`src/rtl/id_stage_reg.sv`:
```
// Instruction-decode stage with register file, condition check, RAW hazard
// detection and the ID/EX pipeline register feeding EX.
module id_stage_reg #(
    parameter int unsigned DATA_W  = 32,
    parameter int unsigned REG_NUM = 15
) (
    input  logic              clk,
    input  logic              rst,
    input  logic              flush,
    input  logic [31:0]       pc_in,
    input  logic [31:0]       instruction,
    input  logic [3:0]        sr,
    input  logic              wb_en,
    input  logic [3:0]        wb_dest,
    input  logic [DATA_W-1:0] wb_value,
    input  logic              exe_wb_en,
    input  logic [3:0]        exe_dest,
    input  logic              mem_wb_en,
    input  logic [3:0]        mem_dest,
    output logic              hazard,
    output logic [31:0]       pc_out,
    output logic [DATA_W-1:0] val_rn,
    output logic [DATA_W-1:0] val_rm,
    output logic              imm,
    output logic [11:0]       shift_operand,
    output logic [23:0]       signed_imm_24,
    output logic [3:0]        dest,
    output logic [3:0]        src1,
    output logic [3:0]        src2,
    output logic [3:0]        exe_cmd,
    output logic              mem_r_en,
    output logic              mem_w_en,
    output logic              wb_en_out,
    output logic              b,
    output logic              s
);

    typedef enum logic [1:0] {
        MODE_DP  = 2'b00,
        MODE_MEM = 2'b01,
        MODE_BR  = 2'b10,
        MODE_NONE = 2'b11
    } mode_e;

    typedef enum logic [3:0] {
        OP_AND = 4'b0000, OP_EOR = 4'b0001, OP_SUB = 4'b0010, OP_ADD = 4'b0100,
        OP_ADC = 4'b0101, OP_SBC = 4'b0110, OP_TST = 4'b1000, OP_CMP = 4'b1010,
        OP_ORR = 4'b1100, OP_MOV = 4'b1101, OP_MVN = 4'b1111
    } opcode_e;

    typedef struct packed {
        logic [3:0] exe_cmd;
        logic       mem_r_en;
        logic       mem_w_en;
        logic       wb_en;
        logic       b;
        logic       s;
    } ctrl_t;

    typedef struct packed {
        logic [31:0]       pc;
        logic [DATA_W-1:0] val_rn;
        logic [DATA_W-1:0] val_rm;
        logic              imm;
        logic [11:0]       shift_operand;
        logic [23:0]       signed_imm_24;
        logic [3:0]        dest;
        logic [3:0]        src1;
        logic [3:0]        src2;
        ctrl_t             ctrl;
    } idex_t;

    logic [3:0] cond_f, opcode_f, rn_f, rd_f, rm_f, src2_sel;
    logic       i_bit, sl_bit;
    mode_e      mode_f;

    assign cond_f   = instruction[31:28];
    assign mode_f   = mode_e'(instruction[27:26]);
    assign i_bit    = instruction[25];
    assign opcode_f = instruction[24:21];
    assign sl_bit   = instruction[20];
    assign rn_f     = instruction[19:16];
    assign rd_f     = instruction[15:12];
    assign rm_f     = instruction[3:0];

    logic [DATA_W-1:0] rf_q [REG_NUM];
    logic [DATA_W-1:0] rf_d [REG_NUM];
    idex_t             idex_q, idex_d;
    ctrl_t             ctrl_dec, ctrl_eff;
    logic              cond_ok, uses_rn, two_src;
    logic [DATA_W-1:0] rd_rn, rd_rm;

    always_comb begin
        ctrl_dec = '0;
        case (mode_f)
            MODE_DP: begin
                ctrl_dec.wb_en = 1'b1;
                ctrl_dec.s     = sl_bit;
                case (opcode_e'(opcode_f))
                    OP_MOV: ctrl_dec.exe_cmd = 4'b0001;
                    OP_MVN: ctrl_dec.exe_cmd = 4'b1001;
                    OP_ADD: ctrl_dec.exe_cmd = 4'b0010;
                    OP_ADC: ctrl_dec.exe_cmd = 4'b0011;
                    OP_SUB: ctrl_dec.exe_cmd = 4'b0100;
                    OP_SBC: ctrl_dec.exe_cmd = 4'b0101;
                    OP_AND: ctrl_dec.exe_cmd = 4'b0110;
                    OP_ORR: ctrl_dec.exe_cmd = 4'b0111;
                    OP_EOR: ctrl_dec.exe_cmd = 4'b1000;
                    OP_CMP: begin
                        ctrl_dec.exe_cmd = 4'b0100;
                        ctrl_dec.wb_en   = 1'b0;
                        ctrl_dec.s       = 1'b1;
                    end
                    OP_TST: begin
                        ctrl_dec.exe_cmd = 4'b0110;
                        ctrl_dec.wb_en   = 1'b0;
                        ctrl_dec.s       = 1'b1;
                    end
                    default: ctrl_dec = '0;
                endcase
            end
            MODE_MEM: begin
                ctrl_dec.exe_cmd  = 4'b0010;
                ctrl_dec.mem_r_en = sl_bit;
                ctrl_dec.wb_en    = sl_bit;
                ctrl_dec.mem_w_en = ~sl_bit;
            end
            MODE_BR: ctrl_dec.b = 1'b1;
            default: ctrl_dec = '0;
        endcase
    end

    // sr = {N,Z,C,V}
    always_comb begin
        case (cond_f)
            4'b0000: cond_ok = sr[2];
            4'b0001: cond_ok = ~sr[2];
            4'b0010: cond_ok = sr[1];
            4'b0011: cond_ok = ~sr[1];
            4'b0100: cond_ok = sr[3];
            4'b0101: cond_ok = ~sr[3];
            4'b0110: cond_ok = sr[0];
            4'b0111: cond_ok = ~sr[0];
            4'b1000: cond_ok = sr[1] & ~sr[2];
            4'b1001: cond_ok = ~sr[1] | sr[2];
            4'b1010: cond_ok = (sr[3] == sr[0]);
            4'b1011: cond_ok = (sr[3] != sr[0]);
            4'b1100: cond_ok = ~sr[2] & (sr[3] == sr[0]);
            4'b1101: cond_ok = sr[2] | (sr[3] != sr[0]);
            4'b1110: cond_ok = 1'b1;
            default: cond_ok = 1'b0;
        endcase
    end

    assign ctrl_eff = cond_ok ? ctrl_dec : '0;
    assign src2_sel = ctrl_dec.mem_w_en ? rd_f : rm_f;
    assign uses_rn  = (mode_f == MODE_DP && opcode_f != OP_MOV && opcode_f != OP_MVN)
                   || (mode_f == MODE_MEM);
    assign two_src  = (mode_f == MODE_DP && !i_bit) || ctrl_dec.mem_w_en;

    function automatic logic in_flight(input logic [3:0] x, input logic e_en,
                                       input logic [3:0] e_d, input logic m_en,
                                       input logic [3:0] m_d);
        return (e_en && x == e_d) || (m_en && x == m_d);
    endfunction

    assign hazard = !ctrl_dec.b &&
                    ((uses_rn && in_flight(rn_f, exe_wb_en, exe_dest, mem_wb_en, mem_dest)) ||
                     (two_src && in_flight(src2_sel, exe_wb_en, exe_dest, mem_wb_en, mem_dest)));

    // Index 15 matches no entry, so it reads 0 and is never bypassed.
    always_comb begin
        rd_rn = '0;
        rd_rm = '0;
        for (int unsigned i = 0; i < REG_NUM; i++) begin
            rf_d[i] = rf_q[i];
            if (wb_en && wb_dest == 4'(i)) rf_d[i] = wb_value;
            if (rn_f == 4'(i)) rd_rn = rf_d[i];
            if (src2_sel == 4'(i)) rd_rm = rf_d[i];
        end
    end

    always_comb begin
        idex_d = '0;
        if (!flush) begin
            idex_d.pc            = pc_in;
            idex_d.val_rn        = rd_rn;
            idex_d.val_rm        = rd_rm;
            idex_d.imm           = i_bit;
            idex_d.shift_operand = instruction[11:0];
            idex_d.signed_imm_24 = instruction[23:0];
            idex_d.dest          = rd_f;
            idex_d.src1          = rn_f;
            idex_d.src2          = src2_sel;
            idex_d.ctrl          = hazard ? '0 : ctrl_eff;
        end
    end

    always_ff @(posedge clk) begin
        if (rst) begin
            idex_q <= '0;
            for (int unsigned i = 0; i < REG_NUM; i++) rf_q[i] <= '0;
        end else begin
            idex_q <= idex_d;
            rf_q   <= rf_d;
        end
    end

    assign pc_out        = idex_q.pc;
    assign val_rn        = idex_q.val_rn;
    assign val_rm        = idex_q.val_rm;
    assign imm           = idex_q.imm;
    assign shift_operand = idex_q.shift_operand;
    assign signed_imm_24 = idex_q.signed_imm_24;
    assign dest          = idex_q.dest;
    assign src1          = idex_q.src1;
    assign src2          = idex_q.src2;
    assign exe_cmd       = idex_q.ctrl.exe_cmd;
    assign mem_r_en      = idex_q.ctrl.mem_r_en;
    assign mem_w_en      = idex_q.ctrl.mem_w_en;
    assign wb_en_out     = idex_q.ctrl.wb_en;
    assign b             = idex_q.ctrl.b;
    assign s             = idex_q.ctrl.s;

endmodule

```
`config.mk`:
```
export PLATFORM = sky130hd
export DESIGN_NAME = id_stage_reg
export DESIGN_NICKNAME = d
export VERILOG_FILES = /design/src/rtl/id_stage_reg.sv
export SDC_FILE = /design/constraint.sdc
export NUM_CORES = 1
export LEC_CHECK = 0
export CORE_MARGIN = 4
export CORE_UTILIZATION = 30
export DETAILED_ROUTE_END_ITERATION = 8
export GPL_ROUTABILITY_DRIVEN = 0
export PLACE_DENSITY = 0.58
export SYNTH_ARGS = -nofsm -noshare
export SYNTH_HDL_FRONTEND = slang
export SYNTH_SLANG_ARGS = --single-unit
```
`constraint.sdc`:
```
create_clock -name clk -period 3.07 [get_ports clk]
set_input_delay 0.7675 -clock clk [delete_from_list [all_inputs] [get_ports clk]]
set_output_delay 0.7675 -clock clk [all_outputs]
set_load 0.02 [all_outputs]
```
Word-level counts from Yosys, hierarchy flattened

Index checks and enable logic that the tools add are counted.

Register bits: 634
Input port bits: 118
Output and inout bits: 155

Eq/ne operators: 76
Mux-type cells: 52
Bitwise gates (word level): 11
Reductions and logical operators: 45

Operators with widths:

| cell                                           | number |
|---|---|
| two-way mux 32 bit                             | 45 |
| == test 4 bit (second input constant)          | 33 |
| == test 4 x 3 -> 1 bit (second input constant) | 19 |
| == test 4 x 2 -> 1 bit (second input constant) | 9 |
| case mux 4 bit (9 select lines)                | 1 |
| logical AND 1 bit                              | 25 |
| == test 4 x 1 -> 1 bit (second input constant) | 5 |
| logical NOT 4 bit                              | 5 |
| == test 4 bit                                  | 4 |
| case mux 1 bit (15 select lines)               | 1 |
| case mux 7 bit (2 select lines)                | 1 |
| OR reduction 9 bit                             | 1 |
| inequality test 4 bit (second input constant)  | 2 |
| OR reduction 2 bit                             | 4 |
| NOT 1 bit                                      | 7 |
| logical OR 1 bit                               | 5 |
| OR reduction 5 bit                             | 1 |
| two-way mux 4 bit                              | 1 |
| OR reduction 4 bit                             | 1 |
| bitwise AND 1 bit                              | 2 |
| == test 2 x 1 -> 1 bit (second input constant) | 1 |
| == test 2 bit (second input constant)          | 1 |
| logical NOT 1 bit                              | 2 |
| logical NOT 2 bit                              | 1 |
| other kinds (5)                                | 7 |

Longest topological paths before layout

Gate-level depths: netlist of the first run.

Depth after elaboration: 21
Mapped depth: 12
Mapped depth without buffers: 8

Least setup slack after synthesis of the first run

Ideal clock, no wire load.

Path kind: input-to-output
Start point: input port instruction[27]
End point: output port hazard
Data arrival time: 2.674 ns
Data required time: 2.303 ns
Slack: -0.371 ns
Stages: 9
Buffers on the path: 2
Path through: or3b_1 > buf_4 > buf_6 > mux2_4 > xnor2_1 > nand3_1 > a221oi_2 > nor2_1 > nor2_1

Longest elaborated chain between the ends: 9
Elaborated cells between the ends (all ways): 21

Ends and longest elaborated chain:

| element                                                            | RTL line | source |
|---|---|---|
| from (decl)                                                        | 11       | `input logic [31:0] instruction,` |
| == test 2 x 1 -> 1 bit / logical NOT 2 bit (equally long branches) | -        |  |
| case mux 7 bit (2 select lines)                                    | 95       | `case (mode_f)` |
| two-way mux 4 bit                                                  | 156      | `assign src2_sel = ctrl_dec.mem_w_en ? rd_f : rm_f;` |
| == test 4 bit                                                      | 164      | `return (e_en && x == e_d) \|\| (m_en && x == m_d);` |
| logical AND 1 bit                                                  | 164      |  |
| logical OR 1 bit                                                   | 164      |  |
| logical AND 1 bit                                                  | 169      | `(two_src && in_flight(src2_sel, exe_wb_en, exe_dest, mem_wb_en, mem_dest)));` |
| logical OR 1 bit                                                   | 168      | `((uses_rn && in_flight(rn_f, exe_wb_en, exe_dest, mem_wb_en, mem_dest)) \|\|` |
| logical AND 1 bit (*)                                              | 167      | `assign hazard = !ctrl_dec.b &&` |
| to (decl)                                                          | 20       | `output logic hazard,` |

Every way passes the cells marked *; elsewhere a longest branch is shown, timed or not.

Worst setup path in the final report of the first run

Ends and elaborated chain as after synthesis.

==> impl_summary.log, run 1 <==
INFO  metric worstSetupStartpointType = primary input
INFO  metric hold_depth = 3
INFO  metric post-route-worst-setup-slack = -0.4863 ns
INFO  metric setup.reg_to_reg.worst_slack = 1.14 ns
INFO  metric yosys_warnings = 0
INFO  metric dpl.cell_count = between 5000 and 6000
INFO  metric buffer_ports.inserted = between 200 and 300
INFO  metric final-setup-viol-count = 3
INFO  metric synth.ff_latch_count = ~610
INFO  metric timing.critical_path.to_type = output port
INFO  metric pwr_density_cell = between 400 and 500 nW/µm²
INFO  metric finalWirelength = around 130 mm
INFO  metric std_cell_rows = between 100 and 150
INFO  metric max_slew.worst_pin.slew = between 0.9 and 1 ns
INFO  metric critPathRequiredTime = between 2 and 2.5 ns
INFO  metric initial_utilization = 30.19%
INFO  metric post_drt_via_cell_ratio = between 5 and 6
INFO  metric gr-total-overflow = 0
INFO  metric syn_nets = ~3300
INFO  metric min-delay-path-class = primary input to register
INFO  metric drive_gt1_share = between 20% and 30%
INFO  metric synth_enable_flop_cells = 0
INFO  metric minimum_clock_period_after_layout = roughly 3.6 ns
INFO  metric timing.critical_path.mode_cell = sky130_fd_sc_hd__buf_6
INFO  metric cp_data_arrival_time = between 2 and 3 ns
INFO  metric netlist_area = approximately 28000 µm²
INFO  metric max_cap_viol_count = 0
INFO  metric grt_start_max_net_pins = around 170
INFO  metric violations = setup timing
INFO  metric first_drt_iteration_drcs = between 2000 and 3000
INFO  metric syn-mean-instance-area = 8.796 µm²
INFO  metric slew-limit-headroom = about two fifths
INFO  metric first_global_vias = ~29000
INFO  metric worst_ir_drop_vdd = about 0.38 mV
INFO  metric floorplan.die.height = 314.3 µm
INFO  metric vias = ~30000
INFO  metric worst_r2r_startpoint = rf_q[428]
INFO  metric fp.dieArea = 98760 µm²
INFO  metric clock_sinks = 614
INFO  metric boundaryPins = ~270
INFO  metric run_status = complete, but fails checks
INFO  metric tritoncts_clock_tree = built
INFO  metric drt_first_pass_iters = 7
INFO  metric hold_violations = 0
INFO  metric final_net_count = approximately 4300
INFO  metric critical_path.reg2reg.endpoint = val_rn[12]
INFO  metric ctsLongestPathBuffers = 3
INFO  metric clock-skew-final = about 0.019 ns
INFO  metric clk_pin_slew_worst_paths = approximately 0.06 ns
INFO  metric crit_path_max_delay_cell_type = sky130_fd_sc_hd__or3b_4
INFO  metric place.detailed.hpwl = 92.02 mm
INFO  metric final_instance_count_without_filler_cells = about 5500
INFO  metric rsz0062_at_grt = true
INFO  metric max_stage_delay = 0.47 ns
INFO  metric rr_worst_depth = 7
INFO  metric crit_family = simple AND/OR/NAND/NOR gates
INFO  metric cp_num_buf_inv = 3
INFO  metric clk-insertion-delay-late = ~0.64 ns
INFO  metric drt.antenna.violating_nets = 0
INFO  metric crit_path_cell_trace = buf_6, or3b_4, buf_6, mux2_4, xnor2_4, nand3_2, a221oi_2, nor2_1, nor2_2, buf_6
INFO  metric clock_tree.htree_level_count = 3
INFO  metric async_flop_share = 0%
INFO  metric core_area = a little over 90000 µm²
INFO  metric clock_tree.root_cell = sky130_fd_sc_hd__clkbuf_16
INFO  metric worstHoldEndpoint = signed_imm_24[20]
INFO  metric numCtsBuffers = between 70 and 80
INFO  metric track_usage = about a quarter
INFO  metric timing.critical_path.fanout_max = 5
INFO  metric min_period_over_period = 115.8%
INFO  metric detail_route.drc_violations = 0
INFO  metric synth.yosys.seq_area_share = between 40% and 50%
INFO  metric synthToLayoutAreaGrowth = 48.97%
INFO  metric fill_cells = roughly 9000
INFO  metric grt_antenna_before_repair = 6
INFO  metric p_leak = ~18 nW
INFO  metric grt_pass1_wl = approximately 180 mm
INFO  metric holdCritStartpoint = instruction[20]
INFO  metric criticalPathCategory = primary input to output port
INFO  metric detail_route.wl_per_cell = 22.89 µm
INFO  metric count_of_final_max_slew_check_failures = 0
INFO  metric p_total = 19.80 mW
INFO  metric max_freq = about 280 MHz
INFO  metric gate_count_after_technology_mapping = approximately 3200
INFO  metric horizontal_die_dimension = around 310 µm
INFO  metric post_synth_num_cell_types = 74
INFO  metric ys_dominant_reg_cell = sky130_fd_sc_hd__dfxtp_1
-- registers in the layout (all words and copies together) (netlist names) --
register       cells
rf_q             480
pc_out            32
val_rm            32
val_rn            32
signed_imm_24     13
shift_operand     11
exe_cmd            4
src2               4
b                  1
imm                1
mem_r_en           1
mem_w_en           1
s                  1
wb_en_out          1
-- cell type report --
| type | instances | area, µm² | share of cell area, % |
|---|---|---|---|
| Multi-Input combinational cell | 2262 | 14880 | 35.49 |
| Tap cell | 1254 | 1569 | 3.743 |
| Sequential cell | 614 | 12290 | 29.32 |
| Timing Repair Buffer | 1206 | 10760 | 25.66 |
| Inverter | 10 | 37.54 | 0.08955 |
| Clock buffer | 102 | 2056 | 4.904 |
| Antenna cell | 2 | 5.005 | 0.01194 |
| Clock inverter | 23 | 322.8 | 0.7701 |
-- cell usage after synthesis, drive strengths merged (3+ instances only) --
| library cell | instances | area (µm²) |
|---|---|---|
| buf | 119 | 690.7 |
| a21oi | 145 | 725.7 |
| a31oi | 16 | 100.1 |
| nor2b | 14 | 87.58 |
| nand3 | 54 | 275.3 |
| or3b | 3 | 26.28 |
| nor3 | 58 | 295.3 |
| nor3b | 8 | 76.32 |
| and3 | 6 | 37.54 |
| nor2 | 667 | 2514 |
| o31a | 3 | 26.28 |
| o22ai | 208 | 1301 |
| a222oi | 24 | 240.2 |
| nand2b | 11 | 68.82 |
| o211ai | 6 | 45.04 |
| a211oi | 10 | 75.07 |
| a22oi | 54 | 415.4 |
| o2111ai | 18 | 157.7 |
| nand2 | 129 | 489.2 |
| and2 | 61 | 381.6 |
| a2111oi | 13 | 115.1 |
| nand4b | 3 | 26.28 |
| or3 | 3 | 18.77 |
| xor2 | 7 | 61.31 |
| inv | 10 | 37.54 |
| a21boi | 3 | 22.52 |
| a41oi | 3 | 26.28 |
| nor4 | 22 | 137.6 |
| o311ai | 3 | 26.28 |
| a221o | 9 | 90.09 |
| o221ai | 53 | 464.2 |
| mux2i | 489 | 4923 |
| xnor2 | 14 | 122.6 |
| nand4 | 12 | 75.07 |
| o31ai | 6 | 45.04 |
| a311oi | 11 | 96.34 |
| o22a | 6 | 52.55 |
| a221oi | 22 | 198.9 |
| dfxtp | 614 | 12290 |
| clkbuf | 194 | 728.2 |
| nand3b | 3 | 22.52 |
| mux2 | 5 | 60.05 |
| o21ai | 60 | 300.3 |
-- worst register-to-register path: cells and delay by family (launching register included) --
kind | cells | cell delay (ns)
AO/OA/AOI/OAI | 3 | 0.74
buffers and inverters | 1 | 0.20
flip-flops | 1 | 0.30
multiplexers | 1 | 0.22
AND/OR/NAND/NOR | 2 | 0.34
-- what timing repair did --
item,in CTS,in global routing
pin swaps,7,15
resized for setup,48,61
buffers inserted,2,4
hold buffers,0,0
endpoints found under the hold margin,0,0
endpoints found under the setup margin,49,44
-- report_power, final --
group          switching [mW]  total (mW)  leakage, nW  internal [mW]
Sequential             0.0626        8.18         4.97           8.12
Combinational            1.55        2.78         11.9           1.23
Clock                    3.66        8.84         1.16           5.19
Total                    5.27        19.8         18.0           14.5
-- logic make-up after synthesis --
kind of cell	after synthesis	synth area share, %
and+or+nand+nor	1062	16.34
AOI/OAI and AO/OA	685	16.44
DFF	614	43.68
muxes	494	17.71
buffers and inverters	323	5.176
xor gates and xnor gates	21	0.6537
-- how the worst max path moves through the flow --
stage,from,to,slack [ns],depth (start not counted)
2_1_floorplan,instruction[27],hazard,-0.30,9
3_3_place_gp,instruction[20],hazard,-1.37,10
3_5_place_dp,instruction[20],hazard,-1.34,10
4_1_cts,instruction[20],hazard,-0.48,10
5_1_grt,instruction[27],hazard,-0.54,10
6_report,instruction[27],hazard,-0.49,10
-- per-layer routing --
| metal | vias up | wire [µm] | track usage, % | share of wire [%] |
|---|---|---|---|---|
| met3 | 349 | 9652 | 4.384 | 7.7 |
| li1 | 13460 | - | - | - |
| met4 | 4 | 6491 | 11.97 | 5.2 |
| met2 | 1473 | 58810 | 40.79 | 47 |
| met5 | - | 32 | 0 | 0.026 |
| met1 | 14260 | 50280 | 30.21 | 40 |
-- layout by cell type (no fill, tap or decap), types with 11 or more instances in the layout --
cell	instances
sky130_fd_sc_hd__buf_4	848
sky130_fd_sc_hd__dfxtp_1	614
sky130_fd_sc_hd__a221oi_1	19
sky130_fd_sc_hd__nor3_1	50
sky130_fd_sc_hd__nor2b_1	13
sky130_fd_sc_hd__nor4_1	15
sky130_fd_sc_hd__nand3_1	52
sky130_fd_sc_hd__o2111ai_1	17
sky130_fd_sc_hd__buf_6	11
sky130_fd_sc_hd__clkbuf_8	12
sky130_fd_sc_hd__a22oi_1	50
sky130_fd_sc_hd__a222oi_1	24
sky130_fd_sc_hd__mux2i_1	469
sky130_fd_sc_hd__nand2b_1	11
sky130_fd_sc_hd__nand4_1	12
sky130_fd_sc_hd__clkdlybuf4s50_1	262
sky130_fd_sc_hd__nor2_1	653
sky130_fd_sc_hd__and2_1	60
sky130_fd_sc_hd__a31oi_1	14
sky130_fd_sc_hd__buf_12	78
sky130_fd_sc_hd__clkbuf_16	73
sky130_fd_sc_hd__o21ai_0	54
sky130_fd_sc_hd__mux2i_2	11
sky130_fd_sc_hd__o221ai_1	53
sky130_fd_sc_hd__xnor2_1	12
sky130_fd_sc_hd__a21oi_1	138
sky130_fd_sc_hd__nand2_1	118
sky130_fd_sc_hd__o22ai_1	205
sky130_fd_sc_hd__clkbuf_1	17
-- per-stage QoR --
stage	utilization, %	instance area, µm²	setup slack (ns)	TNS [ns]	hold WS (ns)
floorplan	-	28140	-0.2993	-0.2993	0.4569
global placement	41.93	39070	-1.370	-54.37	0.4848
detailed placement	41.93	39070	-1.340	-56.00	0.4986
CTS	44.64	41600	-0.4769	-0.4769	0.4350
global route	44.97	41910	-0.5390	-0.6220	0.4641
finish	44.98	41920	-0.4863	-0.5055	0.4690
Note: power is estimated with default switching activity, not from simulation.
==> run 2, diff against run 1 <==
Settings changed: SKIP_CTS_REPAIR_TIMING set to 1.
==> impl_summary.log, run 2 (synthesized netlist as in run 1, its figures left out) <==
INFO  metric run_status = complete, but fails checks
INFO  metric violations = setup timing
INFO  metric rsz0062_at_grt = true
INFO  metric first_global_vias = 28960 (-0.31%)
INFO  metric grt_pass1_wl = 182.5 mm (-0.29%)
INFO  metric fp.dieArea = 98760 µm² (unchanged)
INFO  metric track_usage = 24.31% (-0.064 points)
INFO  metric grt_use_met3 = 4.121% (-0.26 points)
INFO  metric drt_first_pass_iters = 7 (unchanged)
INFO  metric clk_pin_slew_worst_paths = 0.06 ns (about the same)
INFO  metric floorplan.die.height = 314.3 µm (unchanged)
INFO  metric largest_register = rf_q
INFO  metric numCtsBuffers = 72 (unchanged)
INFO  metric drive_gt1_share = 27.65% (+0.35 points)
INFO  metric max_cap_viol_count = 0 (unchanged)
INFO  metric final-setup-viol-count = 1 (-2)
INFO  metric tritoncts_clock_tree = built
INFO  metric ctsLongestPathBuffers = 3 (unchanged)
INFO  metric use_met1 = 30.40% (+0.19 points)
INFO  metric grt_busiest_layer = met2
INFO  metric buffer_ports.inserted = 272 (unchanged)
INFO  metric horizontal_die_dimension = 314.3 µm (unchanged)
INFO  metric slew-limit-headroom = 39.52% (+0.47 points)
INFO  metric clock_sinks = 614 (unchanged)
INFO  metric count_of_final_max_slew_check_failures = 0 (unchanged)
INFO  metric p_leak = 18.09 nW (+0.24%)
INFO  metric criticalPathCategory = primary input to output port
INFO  metric vias = 29440 (-0.36%)
INFO  metric placement.cell_area = 39070 µm² (unchanged)
INFO  metric gr-total-overflow = 0 (unchanged)
INFO  metric cp_data_arrival_time = 2.85 ns (+0.06 ns)
INFO  metric detail_route.wl_per_cell = 22.81 µm (-0.35%)
INFO  metric postLayoutCoreUtil = 45.04% (+0.064 points)
INFO  metric pwr_density_cell = 471.5 nW/µm² (-0.21%)
INFO  metric grt_start_max_net_pins = 171 (unchanged)
INFO  metric final_cell_mix = sky130_fd_sc_hd__buf_4 (853), sky130_fd_sc_hd__nor2_1 (651), sky130_fd_sc_hd__dfxtp_1 (614)
INFO  metric post_drt_via_cell_ratio = 5.377 (-0.39%)
INFO  metric flip_flop_count_of_the_largest_register_after_layout = 480 (unchanged)
INFO  metric initial_utilization = 30.19% (unchanged)
INFO  metric clock-skew-final = 0.01885 ns (-0.000002500 ns)
INFO  metric drt.antenna.violating_nets = 0 (unchanged)
INFO  metric core_area = 93190 µm² (unchanged)
INFO  metric first_drt_iteration_drcs = 2837 (-1.0%)
INFO  metric boundaryPins = 273 (unchanged)
INFO  metric grt_use_met2 = 40.60% (-0.19 points)
INFO  metric timing.critical_path.fanout_max = 5 (unchanged)
INFO  metric final_design_area_no_fill = 41980 µm² (+0.14%)
INFO  metric commonest_non_fill_non_tap_cell_in_the_layout = sky130_fd_sc_hd__buf_4
INFO  metric p_total = 19.79 mW (about the same)
INFO  metric detail_route.drc_violations = 0 (unchanged)
INFO  metric post-route-worst-setup-slack = -0.5514 ns (-0.06507 ns)
INFO  metric antenna_cells_inserted = 0 (-2)
INFO  metric finalWirelength = 124.9 mm (-0.32%)
INFO  metric min_period_over_period = 118.0% (+2.1 points)
INFO  metric std_cell_rows = 112 (unchanged)
INFO  metric clock_tree.root_cell = sky130_fd_sc_hd__clkbuf_16
INFO  metric max_slew.worst_pin.slew = 0.9072 ns (-0.007048 ns)
INFO  metric final_net_count = 4288 (+0.093%)
INFO  metric synthToLayoutAreaGrowth = 49.18%
INFO  metric place.detailed.hpwl = 92.02 mm (unchanged)
INFO  metric finalHoldWorstSlack = 0.4638 ns (-0.005187 ns)
INFO  metric min-delay-path-class = primary input to register
INFO  metric hold_violations = 0 (unchanged)
INFO  metric critPathRequiredTime = 2.30 ns (about the same)
INFO  metric minimum_clock_period_after_layout = 3.621 ns (+0.06507 ns)
INFO  metric worstSetupStartpointType = primary input
INFO  metric grt_antenna_before_repair = 6 (unchanged)
INFO  metric clock_tree.htree_level_count = 3 (unchanged)
INFO  metric clk-insertion-delay-late = 0.64 ns (about the same)
INFO  metric worst_ir_drop_vdd = 0.3847 mV (+0.23%)
INFO  metric timing.critical_path.to_type = output port
INFO  metric max_freq = 276.1 MHz (-1.8%)
## run 2: final cells by class
class / count / area, µm²
tap: 1254 / 1569
multi-input combinational: 2262 / 14910
sequential: 614 / 12290
fill: 8964 / 51210
inverter: 10 / 37.54
timing repair buffer: 1210 / 10790
clock buffer: 102 / 2056
clock inverter: 23 / 322.8
## run 2: per-layer routing
| layer | wire, µm | part of all wire [%] |
|---|---|---|
| met5 | 24 | 0.019 |
| met4 | 6563 | 5.3 |
| met3 | 10090 | 8.1 |
| met2 | 58360 | 47 |
| met1 | 49830 | 40 |
## run 2: per-stage QoR
stage	cells	setup slack [ns]	setup TNS, ns
after floorplan	3199	-0.2993	-0.2993
after global placement	5340	-1.370	-54.37
after detailed placement	5340	-1.340	-56.00
after CTS	5465	-1.372	-8.996
after global routing	5475	-0.6182	-1.020
final	5475	-0.5514	-0.5514
## run 2: path summary, 6_finish.rpt
path	from	end	slack (ns)	cells past startpoint
worst max-delay path	instruction[20]	hazard	-0.55	10
worst min-delay path	instruction[20]	signed_imm_24[20]	0.46	3
worst max register to register	rf_q[460]	val_rn[12]	1.15	7
worst min register to register	rf_q[401]	rf_q[401]	0.51	2
## run 2: power by group
| group | internal, mW | switching [mW] |
|---|---|---|
| clock network | 5.19 | 3.65 |
| logic | 1.23 | 1.55 |
| registers | 8.12 | 0.0627 |
## run 2: critical path, stage by stage
cell and delay [ns]:
sky130_fd_sc_hd__buf_8 0.10, sky130_fd_sc_hd__or3b_4 0.47, sky130_fd_sc_hd__buf_6 0.15, sky130_fd_sc_hd__mux2_4 0.32
sky130_fd_sc_hd__xnor2_2 0.21, sky130_fd_sc_hd__nand3_2 0.11, sky130_fd_sc_hd__a221oi_2 0.30, sky130_fd_sc_hd__nor2_1 0.11
sky130_fd_sc_hd__nor2_2 0.17, sky130_fd_sc_hd__buf_6 0.14
==> run 3, diff against run 2 <==
Settings changed: REMOVE_ABC_BUFFERS set to 1.
==> impl_summary.log, run 3 (synthesized netlist as in run 1, its figures left out) <==
INFO  metric first_drt_iteration_drcs = 3395 (+20%)
INFO  metric buffer_ports.inserted = 272 (unchanged)
INFO  metric pwr_density_cell = 476.3 nW/µm² (+1.0%)
INFO  metric final_cell_mix = sky130_fd_sc_hd__buf_4 (829), sky130_fd_sc_hd__nor2_1 (653), sky130_fd_sc_hd__dfxtp_1 (614)
INFO  metric violations = setup timing
INFO  metric tritoncts_clock_tree = built
INFO  metric critPathRequiredTime = 2.30 ns (about the same)
INFO  metric min_period_over_period = 113.9% (-4.1 points)
INFO  metric initial_utilization = 30.19% (unchanged)
INFO  metric fp.dieArea = 98760 µm² (unchanged)
INFO  metric slew-limit-headroom = 30.71% (-8.8 points)
INFO  metric grt_antenna_before_repair = 3 (-3)
INFO  metric grt_start_max_net_pins = 191 (+12%)
INFO  metric max_freq = 286.0 MHz (+3.6%)
INFO  metric ctsLongestPathBuffers = 3 (unchanged)
INFO  metric cp_num_buf_inv = 3 (unchanged)
INFO  metric worstSetupStartpointType = primary input
INFO  metric drt_first_pass_iters = 9 (+2)
INFO  metric clock_tree.htree_level_count = 3 (unchanged)
INFO  metric post_place_setup_slack = -1.338 ns (+0.002320 ns)
INFO  metric horizontal_die_dimension = 314.3 µm (unchanged)
INFO  metric drt.antenna.violating_nets = 0 (unchanged)
INFO  metric post_drt_via_cell_ratio = 5.438 (+1.1%)
INFO  metric dpl.cell_count = 5317 (-0.43%)
INFO  metric crit_path_max_delay_cell_type = sky130_fd_sc_hd__or3b_4
INFO  metric boundaryPins = 273 (unchanged)
INFO  metric max_cap_viol_count = 0 (unchanged)
INFO  metric hold_depth = 3 (unchanged)
INFO  metric wl_met3 = 12.14 mm (+20%)
INFO  metric final_net_count = 4274 (-0.33%)
INFO  metric top_layer_used = met4
INFO  metric crit_family = simple AND/OR/NAND/NOR gates
INFO  metric final_instance_count_without_filler_cells = 5464 (-0.20%)
INFO  metric run_status = complete, but fails checks
INFO  metric clock_tree.root_cell = sky130_fd_sc_hd__clkbuf_16
INFO  metric numCtsBuffers = 74 (+2.8%)
INFO  metric first_global_vias = 28720 (-0.83%)
INFO  metric detail_route.drc_violations = 0 (unchanged)
INFO  metric timing.critical_path.to_type = output port
INFO  metric rsz0062_at_grt = true
INFO  metric clock-skew-final = 0.01922 ns (+0.0003633 ns)
INFO  metric commonest_non_fill_non_tap_cell_in_the_layout = sky130_fd_sc_hd__buf_4
INFO  metric clock_sinks = 614 (unchanged)
INFO  metric clk_pin_slew_worst_paths = 0.06 ns (about the same)
INFO  metric count_of_final_max_slew_check_failures = 0 (unchanged)
INFO  metric hold_violations = 0 (unchanged)
INFO  metric min-delay-path-class = primary input to register
INFO  metric gr-total-overflow = 0 (unchanged)
INFO  metric detail_route.wl_per_cell = 23.71 µm (+4.0%)
INFO  metric cp_data_arrival_time = 2.73 ns (-0.12 ns)
INFO  metric synthToLayoutAreaGrowth = 49.17% (about the same)
INFO  metric finalWirelength = 129.6 mm (+3.8%)
INFO  metric vias = 29710 (+0.93%)
INFO  metric max_stage_delay = 0.46 ns (about the same)
INFO  metric fill_cells = 8935 (-0.32%)
INFO  metric criticalPathCategory = primary input to output port
INFO  metric floorplan.die.height = 314.3 µm (unchanged)
INFO  metric p_leak = 18.01 nW (-0.44%)
INFO  metric largest_register = rf_q
INFO  metric track_usage = 25.05% (+0.74 points)
INFO  metric grt_pass1_wl = 186.6 mm (+2.3%)
INFO  metric timing.critical_path.fanout_max = 5 (unchanged)
INFO  metric place.detailed.hpwl = 91.44 mm (-0.63%)
INFO  metric route.met2.wl = 57.34 mm (-1.7%)
INFO  metric final-setup-viol-count = 1 (unchanged)
INFO  metric max_slew.worst_pin.slew = 1.039 ns (+0.1321 ns)
INFO  metric drive_gt1_share = 27.23% (-0.41 points)
INFO  metric clk-insertion-delay-late = 0.63 ns (about the same)
INFO  metric minimum_clock_period_after_layout = 3.497 ns (-0.1244 ns)
INFO  metric core_area = 93190 µm² (unchanged)
INFO  metric worst_ir_drop_vdd = 0.3471 mV (-9.8%)
INFO  metric post-route-worst-setup-slack = -0.4270 ns (+0.1244 ns)
INFO  metric finalHoldWorstSlack = 0.4659 ns (+0.002110 ns)
INFO  metric flip_flop_count_of_the_largest_register_after_layout = 480 (unchanged)
INFO  metric rr_worst_depth = 8 (+1)
INFO  metric worst-path-stages = 11 (+1)
INFO  metric crit_path_cell_trace = buf_6, or3b_4, buf_6, mux2i_4, xnor2_1, nor3_1, nand3_1, a221oi_2, nor2_1, nor2_1, buf_4
INFO  metric route.layer.met1.wl = 53.72 mm (+7.8%)
INFO  metric std_cell_rows = 112 (unchanged)
[run 3: stage by stage]
step	instance area [µm²]	utilization, %	total power [mW]	TNS, ns
finish	41970	45.04	19.99	-0.4270
global route	41970	45.04	20.59	-0.6064
CTS	41490	44.52	20.04	-9.335
detailed placement	39030	41.88	11.00	-50.87
global placement	39030	41.88	10.99	-50.00
floorplan	26720	-	9.259	-108.25
[run 3: per-layer routing]
layer,GRT usage [%],vias to the layer above
met3,5.405,372
li1,-,13440
met1,32.93,14240
met2,39.50,1652
met4,11.19,0
met5,0,-
[run 3: where the power goes]
part           switching (mW)  total (mW)  internal [mW]
registers              0.0563        8.17           8.12
clock network            3.64        9.05           5.41
logic                    1.56        2.77           1.20
total                    5.27        20.0           14.7
[run 3: final cells by class]
class | count | area, µm² | area share, %
Clock buffer | 103 | 2163 | 5.154
Sequential cell | 614 | 12290 | 29.28
Inverter | 10 | 37.54 | 0.08943
Tap cell | 1254 | 1569 | 3.738
Timing Repair Buffer | 1194 | 10740 | 25.60
Clock inverter | 25 | 295.3 | 0.7035
Antenna cell | 2 | 5.005 | 0.01192
Multi-Input combinational cell | 2262 | 14870 | 35.42
[run 3: final timing paths]
kind	from	to	slack, ns
worst max register to register	rf_q[446]	val_rn[30]	1.21
worst min-delay path	instruction[26]	b	0.47
worst max-delay path	instruction[20]	hazard	-0.43
worst min register to register	rf_q[123]	rf_q[123]	0.52
[run 3: worst reg2reg max path: stages, from the launching register on]
cell and delay [ns]:
sky130_fd_sc_hd__dfxtp_1 0.30, sky130_fd_sc_hd__mux2i_1 0.19, sky130_fd_sc_hd__o22ai_1 0.10, sky130_fd_sc_hd__nor4_1 0.35
sky130_fd_sc_hd__buf_4 0.17, sky130_fd_sc_hd__a221oi_1 0.07, sky130_fd_sc_hd__a2111oi_2 0.33, sky130_fd_sc_hd__buf_4 0.18
sky130_fd_sc_hd__nor3_1 0.05
